--- src/rtl/uart_pkg.sv ---
// Shared UART definitions: receiver state encoding, framing constants and
// default clock/baud settings used by both halves of the link.
package uart_pkg;

  localparam int OVERSAMPLE       = 16;
  localparam int DATA_BITS        = 8;
  localparam int MID_SAMPLE       = 7;
  localparam int DEFAULT_CLK_FREQ = 100_000_000;
  localparam int DEFAULT_BAUD     = 9600;

  typedef enum logic [2:0] {
    IDLE,
    START,
    DATA,
    STOP,
    WAIT_HIGH
  } state_t;

  // Clocks per oversample tick, truncating.
  function automatic int calc_div(input int clk_freq, input int baud);
    return clk_freq / (baud * OVERSAMPLE);
  endfunction

endpackage

--- src/rtl/uart_baud_tick.sv ---
// Free-running divider producing a one-cycle tick every DIV clocks; shared
// between the receiver (16x oversampling) and the transmitter.
module uart_baud_tick #(
  parameter int DIV = 651
) (
  input  logic clk,
  input  logic reset,
  output logic tick
);

  localparam int CW = (DIV > 1) ? $clog2(DIV) : 1;
  localparam logic [CW-1:0] LAST = CW'(DIV - 1);

  logic [CW-1:0] cnt_reg;

  always_ff @(posedge clk or posedge reset) begin
    if (reset) begin
      cnt_reg <= '0;
    end else if (cnt_reg == LAST) begin
      cnt_reg <= '0;
    end else begin
      cnt_reg <= cnt_reg + 1'b1;
    end
  end

  assign tick = (cnt_reg == LAST);

endmodule

--- src/rtl/uart_rx.sv ---
// 8N1 UART receiver with 16x oversampling, mid-bit sampling, framing-error
// detection and break handling (a held-low line never retriggers reception).
module uart_rx
  import uart_pkg::*;
#(
  parameter int CLK_FREQ   = uart_pkg::DEFAULT_CLK_FREQ,
  parameter int BAUD       = uart_pkg::DEFAULT_BAUD,
  parameter int OVERSAMPLE = uart_pkg::OVERSAMPLE
) (
  input  logic       clk,
  input  logic       reset,
  input  logic       rxd,
  output logic [7:0] data,
  output logic       data_valid,
  output logic       frame_err,
  output logic       busy
);

  localparam int DIV_RAW = CLK_FREQ / (BAUD * OVERSAMPLE);
  localparam int DIV     = (DIV_RAW < 1) ? 1 : DIV_RAW;

  localparam logic [3:0] OS_MID  = 4'(MID_SAMPLE);
  localparam logic [3:0] OS_LAST = 4'(OVERSAMPLE - 1);
  localparam logic [2:0] BIT_LAST = 3'(DATA_BITS - 1);

  logic       tick;
  logic [1:0] sync_reg;
  logic       rxs;

  state_t     state_reg,      state_next;
  logic [3:0] os_cnt_reg,     os_cnt_next;
  logic [2:0] bit_idx_reg,    bit_idx_next;
  logic [7:0] shreg_reg,      shreg_next;
  logic [7:0] data_reg,       data_next;
  logic       data_valid_reg, data_valid_next;
  logic       frame_err_reg,  frame_err_next;

  uart_baud_tick #(.DIV(DIV)) u_tick (
    .clk   (clk),
    .reset (reset),
    .tick  (tick)
  );

  // Two-flop synchronizer; resets to the idle (high) line level.
  always_ff @(posedge clk or posedge reset) begin
    if (reset) begin
      sync_reg <= 2'b11;
    end else begin
      sync_reg <= {sync_reg[0], rxd};
    end
  end

  assign rxs = sync_reg[1];

  always_ff @(posedge clk or posedge reset) begin
    if (reset) begin
      state_reg      <= IDLE;
      os_cnt_reg     <= '0;
      bit_idx_reg    <= '0;
      shreg_reg      <= '0;
      data_reg       <= '0;
      data_valid_reg <= 1'b0;
      frame_err_reg  <= 1'b0;
    end else begin
      state_reg      <= state_next;
      os_cnt_reg     <= os_cnt_next;
      bit_idx_reg    <= bit_idx_next;
      shreg_reg      <= shreg_next;
      data_reg       <= data_next;
      data_valid_reg <= data_valid_next;
      frame_err_reg  <= frame_err_next;
    end
  end

  always_comb begin
    state_next      = state_reg;
    os_cnt_next     = os_cnt_reg;
    bit_idx_next    = bit_idx_reg;
    shreg_next      = shreg_reg;
    data_next       = data_reg;
    data_valid_next = 1'b0;
    frame_err_next  = 1'b0;

    if (tick) begin
      case (state_reg)
        IDLE: begin
          if (!rxs) begin
            state_next  = START;
            os_cnt_next = '0;
          end
        end

        // Re-check the line at the middle of the start bit to reject glitches.
        START: begin
          os_cnt_next = os_cnt_reg + 4'd1;
          if (os_cnt_reg == OS_MID) begin
            if (!rxs) begin
              state_next   = DATA;
              os_cnt_next  = '0;
              bit_idx_next = '0;
            end else begin
              state_next = IDLE;
            end
          end
        end

        DATA: begin
          os_cnt_next = os_cnt_reg + 4'd1;
          if (os_cnt_reg == OS_LAST) begin
            shreg_next  = {rxs, shreg_reg[7:1]};
            os_cnt_next = '0;
            if (bit_idx_reg == BIT_LAST) begin
              state_next = STOP;
            end else begin
              bit_idx_next = bit_idx_reg + 3'd1;
            end
          end
        end

        STOP: begin
          os_cnt_next = os_cnt_reg + 4'd1;
          if (os_cnt_reg == OS_LAST) begin
            if (rxs) begin
              data_next       = shreg_reg;
              data_valid_next = 1'b1;
              state_next      = IDLE;
            end else begin
              frame_err_next = 1'b1;
              state_next     = WAIT_HIGH;
            end
          end
        end

        WAIT_HIGH: begin
          if (rxs) begin
            state_next = IDLE;
          end
        end

        default: begin
          state_next = IDLE;
        end
      endcase
    end
  end

  assign data       = data_reg;
  assign data_valid = data_valid_reg;
  assign frame_err  = frame_err_reg;
  assign busy       = (state_reg != IDLE);

endmodule
--- config.mk ---
export PLATFORM = sky130hd
export DESIGN_NAME = uart_rx
export DESIGN_NICKNAME = d
export VERILOG_FILES = /design/src/rtl/uart_pkg.sv /design/src/rtl/uart_baud_tick.sv /design/src/rtl/uart_rx.sv
export SDC_FILE = /design/constraint.sdc
export NUM_CORES = 1
export LEC_CHECK = 0
export ABC_CLOCK_PERIOD_IN_PS = 4350
export CORE_MARGIN = 2
export CORE_UTILIZATION = 61
export CTS_CLUSTER_SIZE = 8
export DETAILED_ROUTE_END_ITERATION = 16
export PLACE_DENSITY = 0.93
export SETUP_SLACK_MARGIN = 0.15
export SLEW_MARGIN = 15
export SYNTH_ARGS = -nofsm -noshare
export SYNTH_HDL_FRONTEND = slang
export SYNTH_SLANG_ARGS = --single-unit
export TNS_END_PERCENT = 50
--- constraint.sdc ---
create_clock -name clk -period 4.35 [get_ports clk]
set_input_delay 1.0875 -clock clk [delete_from_list [all_inputs] [get_ports clk]]
set_output_delay 1.0875 -clock clk [all_outputs]
set_load 0.01 [all_outputs]
==> Word level (Yosys, flattened, before mapping) <==
Index checks and enable logic that the tools add are counted.
{ "totals": {"input_bits": 3, "regBits": 40, "output_inout_bits": 11} }
{ "classes": {"eq_ne": 16, "reduce_logical": 9, "mux": 28, "n_addsub": 3} }
{ "op_table": {"columns": ["operator", "n"], "rows": [
  ["two-way mux 3 bit", 11],
  ["two-way mux 4 bit", 4],
  ["!= test 2 bit, second input constant", 8],
  ["one-hot mux 4 bit (4 select lines)", 1],
  ["one-hot mux 3 bit (5 select lines)", 1],
  ["adder 10 x 1 -> 10 bit, second input constant", 1],
  ["equality test 10 bit, second input constant", 1],
  ["two-way mux 10 bit", 1],
  ["two-way mux 1 bit", 8],
  ["AND reduction 7 bit", 1],
  ["equality test 3 x 2 -> 1 bit, second input constant", 2],
  ["equality test 3 bit, second input constant", 2],
  ["one-hot mux 3 bit (2 select lines)", 1],
  ["AND reduction 3 bit", 2],
  ["AND reduction 6 bit", 1],
  ["adder 4 x 1 -> 4 bit, second input constant", 1],
  ["equality test 4 x 3 -> 1 bit, second input constant", 1],
  ["equality test 4 bit, second input constant", 1],
  ["AND reduction 4 bit", 1],
  ["nonzero test 4 bit", 1],
  ["adder 3 x 1 -> 3 bit, second input constant", 1],
  ["equality test 3 x 1 -> 1 bit, second input constant", 1],
  ["zero test 3 bit", 1],
  ["nonzero test 3 bit", 1],
  ["other kinds (2)", 2]
]} }

==> Logic depth before layout (Yosys ltp) <==
{ "logic_depth": {"ltp_word": 4, "mapped_depth": 7, "mapped_depth_nobuf": 6} }

==> Cells and area by module <==
From an unflattened synthesis, not the netlist that was laid out.
{ "hier_totals": {"hier_cells": 160, "area_unflattened_um2": 1943.1} }
{ "modules_own_cells": {"columns": ["module", "n_inst", "seq_area_each_um2", "cells_per_inst", "area_per_inst_um2"], "rows": [
  ["uart_rx", 1, 753.2, 113, 1415.1],
  ["uart_baud_tick", 1, 250.2, 47, 528.0]
]} }

==> Worst setup path before layout <==
OpenSTA, ideal clock, no wires.
{ "synth_timing": {"path_kind": "register to output", "from": "register state_reg[0]", "to": "output port busy", "path_slack_ns": 2.105, "path_buffers": 2, "stages_incl_launch_ff": 4, "t_arrival_ns": 1.157, "required_time_ns": 3.263, "cell_sequence": "dfrtp_1 -> buf_2 -> clkbuf_1 -> or3_1"} }
{ "synth_between": {"elab_chain_cells": 1} }
{ "synth_lines": {"columns": ["element", "line_no", "text"], "rows": [
  ["start: declaration", "uart_rx.sv:30", "state_t state_reg, state_next;"],
  ["start signal: assignment", "uart_rx.sv:65", "state_reg <= state_next;"],
  ["nonzero test 3 bit", "uart_rx.sv:150", "assign busy = (state_reg != IDLE);"],
  ["end: declaration", "uart_rx.sv:16", "output logic busy"]
]} }
No other way between the ends.

==> Final worst setup path <==
Ends and elaborated chain as after synthesis.

==> flow_summary.toml <==
[detailed_routing]
drt-pass1-iter-count = 4
via_per_inst = 5.84
wl_mm = 3.38
final_antenna_net_count = 0
wl_per_cell_um = 15.5
routed-via-count = 1274
drc = 0
wl_met3_um = 137
wl_met2_mm = 1.73
m1WireLength_mm = 1.42
drt_iter0_drc = 49
top_layer_used = "met4"

[clocking]
clock_sink_count = 40
cts_htree_levels = 2
clk_path_buf_depth = 2
postCtsSetupBuffers = 0
postCtsHoldBufs = 0
cts_resized = 0
cts_made_buffers = 5
clk_latency_ps = 350
root_buffer = "clkbuf_4"
clkTransAtPathRegs_ps = 120
cts_tree = "done"

[logic_synthesis]
synth_simple_gate_area_share_pct = 21.1
synthXorXnorAreaFrac_pct = 4.53
synth.mux.area_fraction_pct = 11.1
ys_warn_count = 0
synth_cells = 160
synthAdderAreaFrac_pct = 3.24
yosysUniqueCellTypes = 44
synthFlopType = "dfrtp_1"
syn_avg_cell_area_sq_um = 12.1
synthArstFlopShare_pct = 100
synth.net_count = 168
synth-seq-area-share_pct = 51.9
synth_compound_area_share_pct = 6.08
ys_ff_latch = 40
synth_enable_flop_cells = 0
netlist_area_sq_mm = 0.00193
synth_top_family_by_area = "simple AND/OR/NAND/NOR gates"

[global_routing]
grt_pass1_wl_mm = 5.62
grt_max_degree = 24
grt_pass1_vias = 1232
antenna_found_initial = 0
grt_overflow = 0
grt_use_total_pct = 21.8

[setup_path]
r2r_end = "shreg_reg[1]$_DFFE_PP0P_"
required_ps = 3260
crit_slowest_cell = "dfrtp_1"
critPathMaxStageDelay_ps = 640
critPathCaptureType = "output port"
critPathKind = "reg -> out"
worst-r2r-cell-count = 4
r2r_slack_ps = 2090
cp_max_fo = 21
worstPathArrival_ps = 1930
worstReg2RegStart = "u_tick.cnt_reg[4]$_DFF_PP0_"
startpoint_type = "register"
crit_chain = "or3_1 > clkdlybuf4s50_1"

[status]
status = "complete, no violations"

[worst_hold_path]
min_to = "sync_reg[1]$_DFF_PP1_"
whs_path_depth = 0
hold_path_startpoint = "sync_reg[0]$_DFF_PP1_"
min_path_type = "reg -> reg"

[pwr]
intPower_uw = 453
seq_power_share_pct = 64.9
combinationalPowerShare_pct = 2.0
p_leak_uw = 0.00102
ir_worst_vdd_mv = 0.272
power.switching_fraction_pct = 21.4
clockPowerShare_pct = 33.1
netSwitchingPower_uw = 123
p_per_area_mw_per_mm2 = 268

[placed_design]
hpwl_mm = 2.38
dp_cells = 210
io_buffers = 13
gp_congestion = 0.854

[floorplanning]
die_x_um = 60.3
coreArea_sq_mm = 0.00303
initial_core_util_pct = 63.8
die_h_um = 60.3
ios = 14
die_area_sq_mm = 0.00364
num_rows = 20

[sta]
final_hold_viol_count = 0
fmax_mhz = 332
setup_viol = 0
clock_skew_ps = 17.0
slew_violations = 0
period_minus_slack_ps = 3010
grt_setup_unrepaired = "no"
tightest_slew_ps = 826
maxSlewHeadroom_pct = 44.9
period_share_pct = 69.3
tns_ps = 0

[finish]
area_growth_pct = 11.5
fill_cells = 195
largest_register_ffs = 10
final-seq-area_sq_mm = 0.00100
antennaDiodeCount = 0
multi_input_area_sq_um = 890
nNetsFinal = 181
final_cells = 218
drive_gt1_share_pct = 20.7

[flow_run]
maxCapViolCount = 0
## worst max-delay path: cells and delay by family (launching register included)
kind	cells	cell delay, ps
flops	1	640
buf+inv	1	480
simple gates	1	450
## how the worst max path moves through the flow
| stage | startpoint | to | slack [ps] | cells past startpoint |
|---|---|---|---|---|
| 2_1_floorplan | state_reg[0]$_DFFE_PP0P_ | busy | 2110 | 3 |
| 3_3_place_gp | state_reg[0]$_DFFE_PP0P_ | busy | 1760 | 2 |
| 3_5_place_dp | state_reg[0]$_DFFE_PP0P_ | busy | 1720 | 2 |
| 4_1_cts | state_reg[0]$_DFFE_PP0P_ | busy | 1340 | 2 |
| 5_1_grt | state_reg[0]$_DFFE_PP0P_ | busy | 1260 | 2 |
| 6_report | state_reg[0]$_DFFE_PP0P_ | busy | 1340 | 2 |
## power by group through the flow
stage	clock, uW	sequential [uW]	combinational, uW
2_1_floorplan	0	381	6.90
3_3_place_gp	0	382	11.2
6_report	191	374	11.2
5_1_grt	213	375	13.2
4_1_cts	194	374	11.9
3_5_place_dp	0	382	11.8
## routing by layer
metal	up-vias	track usage (%)
li1	606	-
met1	628	27.6
met2	29	34.8
met3	11	5.19
met4	0	11.4
met5	-	0
## layout by cell type (no fill, tap or decap), types with 4 or more instances in the layout
master           count
dfrtp_1             38
mux2_2              17
clkdlybuf4s50_1     13
nor2_1              11
nand2_1              6
xor2_1               6
nand3_1              5
nor3_1               5
ha_1                 5
clkbuf_4             5
xnor2_1              4
## synth_stat cells, types with 3 or more instances
cell type / count / area, sq um
and4_1: 3 / 26.3
clkbuf_1: 6 / 22.5
dfrtp_1: 38 / 951
ha_1: 5 / 62.6
mux2_2: 17 / 191
nand2_1: 6 / 22.5
nand2b_1: 3 / 18.8
nand3_1: 5 / 25.0
nand4_1: 3 / 18.8
nor2_1: 11 / 41.3
nor2b_1: 3 / 18.8
nor3_1: 5 / 25.0
nor3b_1: 3 / 22.5
nor4_1: 3 / 18.8
o21ai_0: 3 / 15.0
o31ai_1: 3 / 22.5
xnor2_1: 4 / 35.0
xor2_1: 6 / 52.6
## kinds of logic (layout without fill, tap and decap cells)
logic type	count (synthesis)	count (layout)
fa+ha+maj	5	5
buf+inv	10	24
flops	40	40
mux	19	19
compound gates	16	16
simple gates	60	60
xor+xnor	10	10
## area by class of cell
class                   instances  area share [%]
clock buffers                   6            2.38
clock inverters                 2           0.465
inverters                       2           0.348
multi-input cells             110            41.3
flip-flops and latches         40            46.6
well taps                      44            2.56
repair buffers                 14            6.39
## metrics by stage
stage	setup slack, ps	total power (uW)	hold WS [ps]	area, sq um	util, %
after floorplan	2110	388	345	1930	-
after global placement	1760	393	346	2090	69.1
final	1340	577	362	2150	71.2
after global routing	1260	601	365	2150	71.2
after detailed placement	1720	393	348	2090	69.1
after CTS	1340	580	363	2150	71.2
No activity file was read; power rests on OpenSTA's default activity.
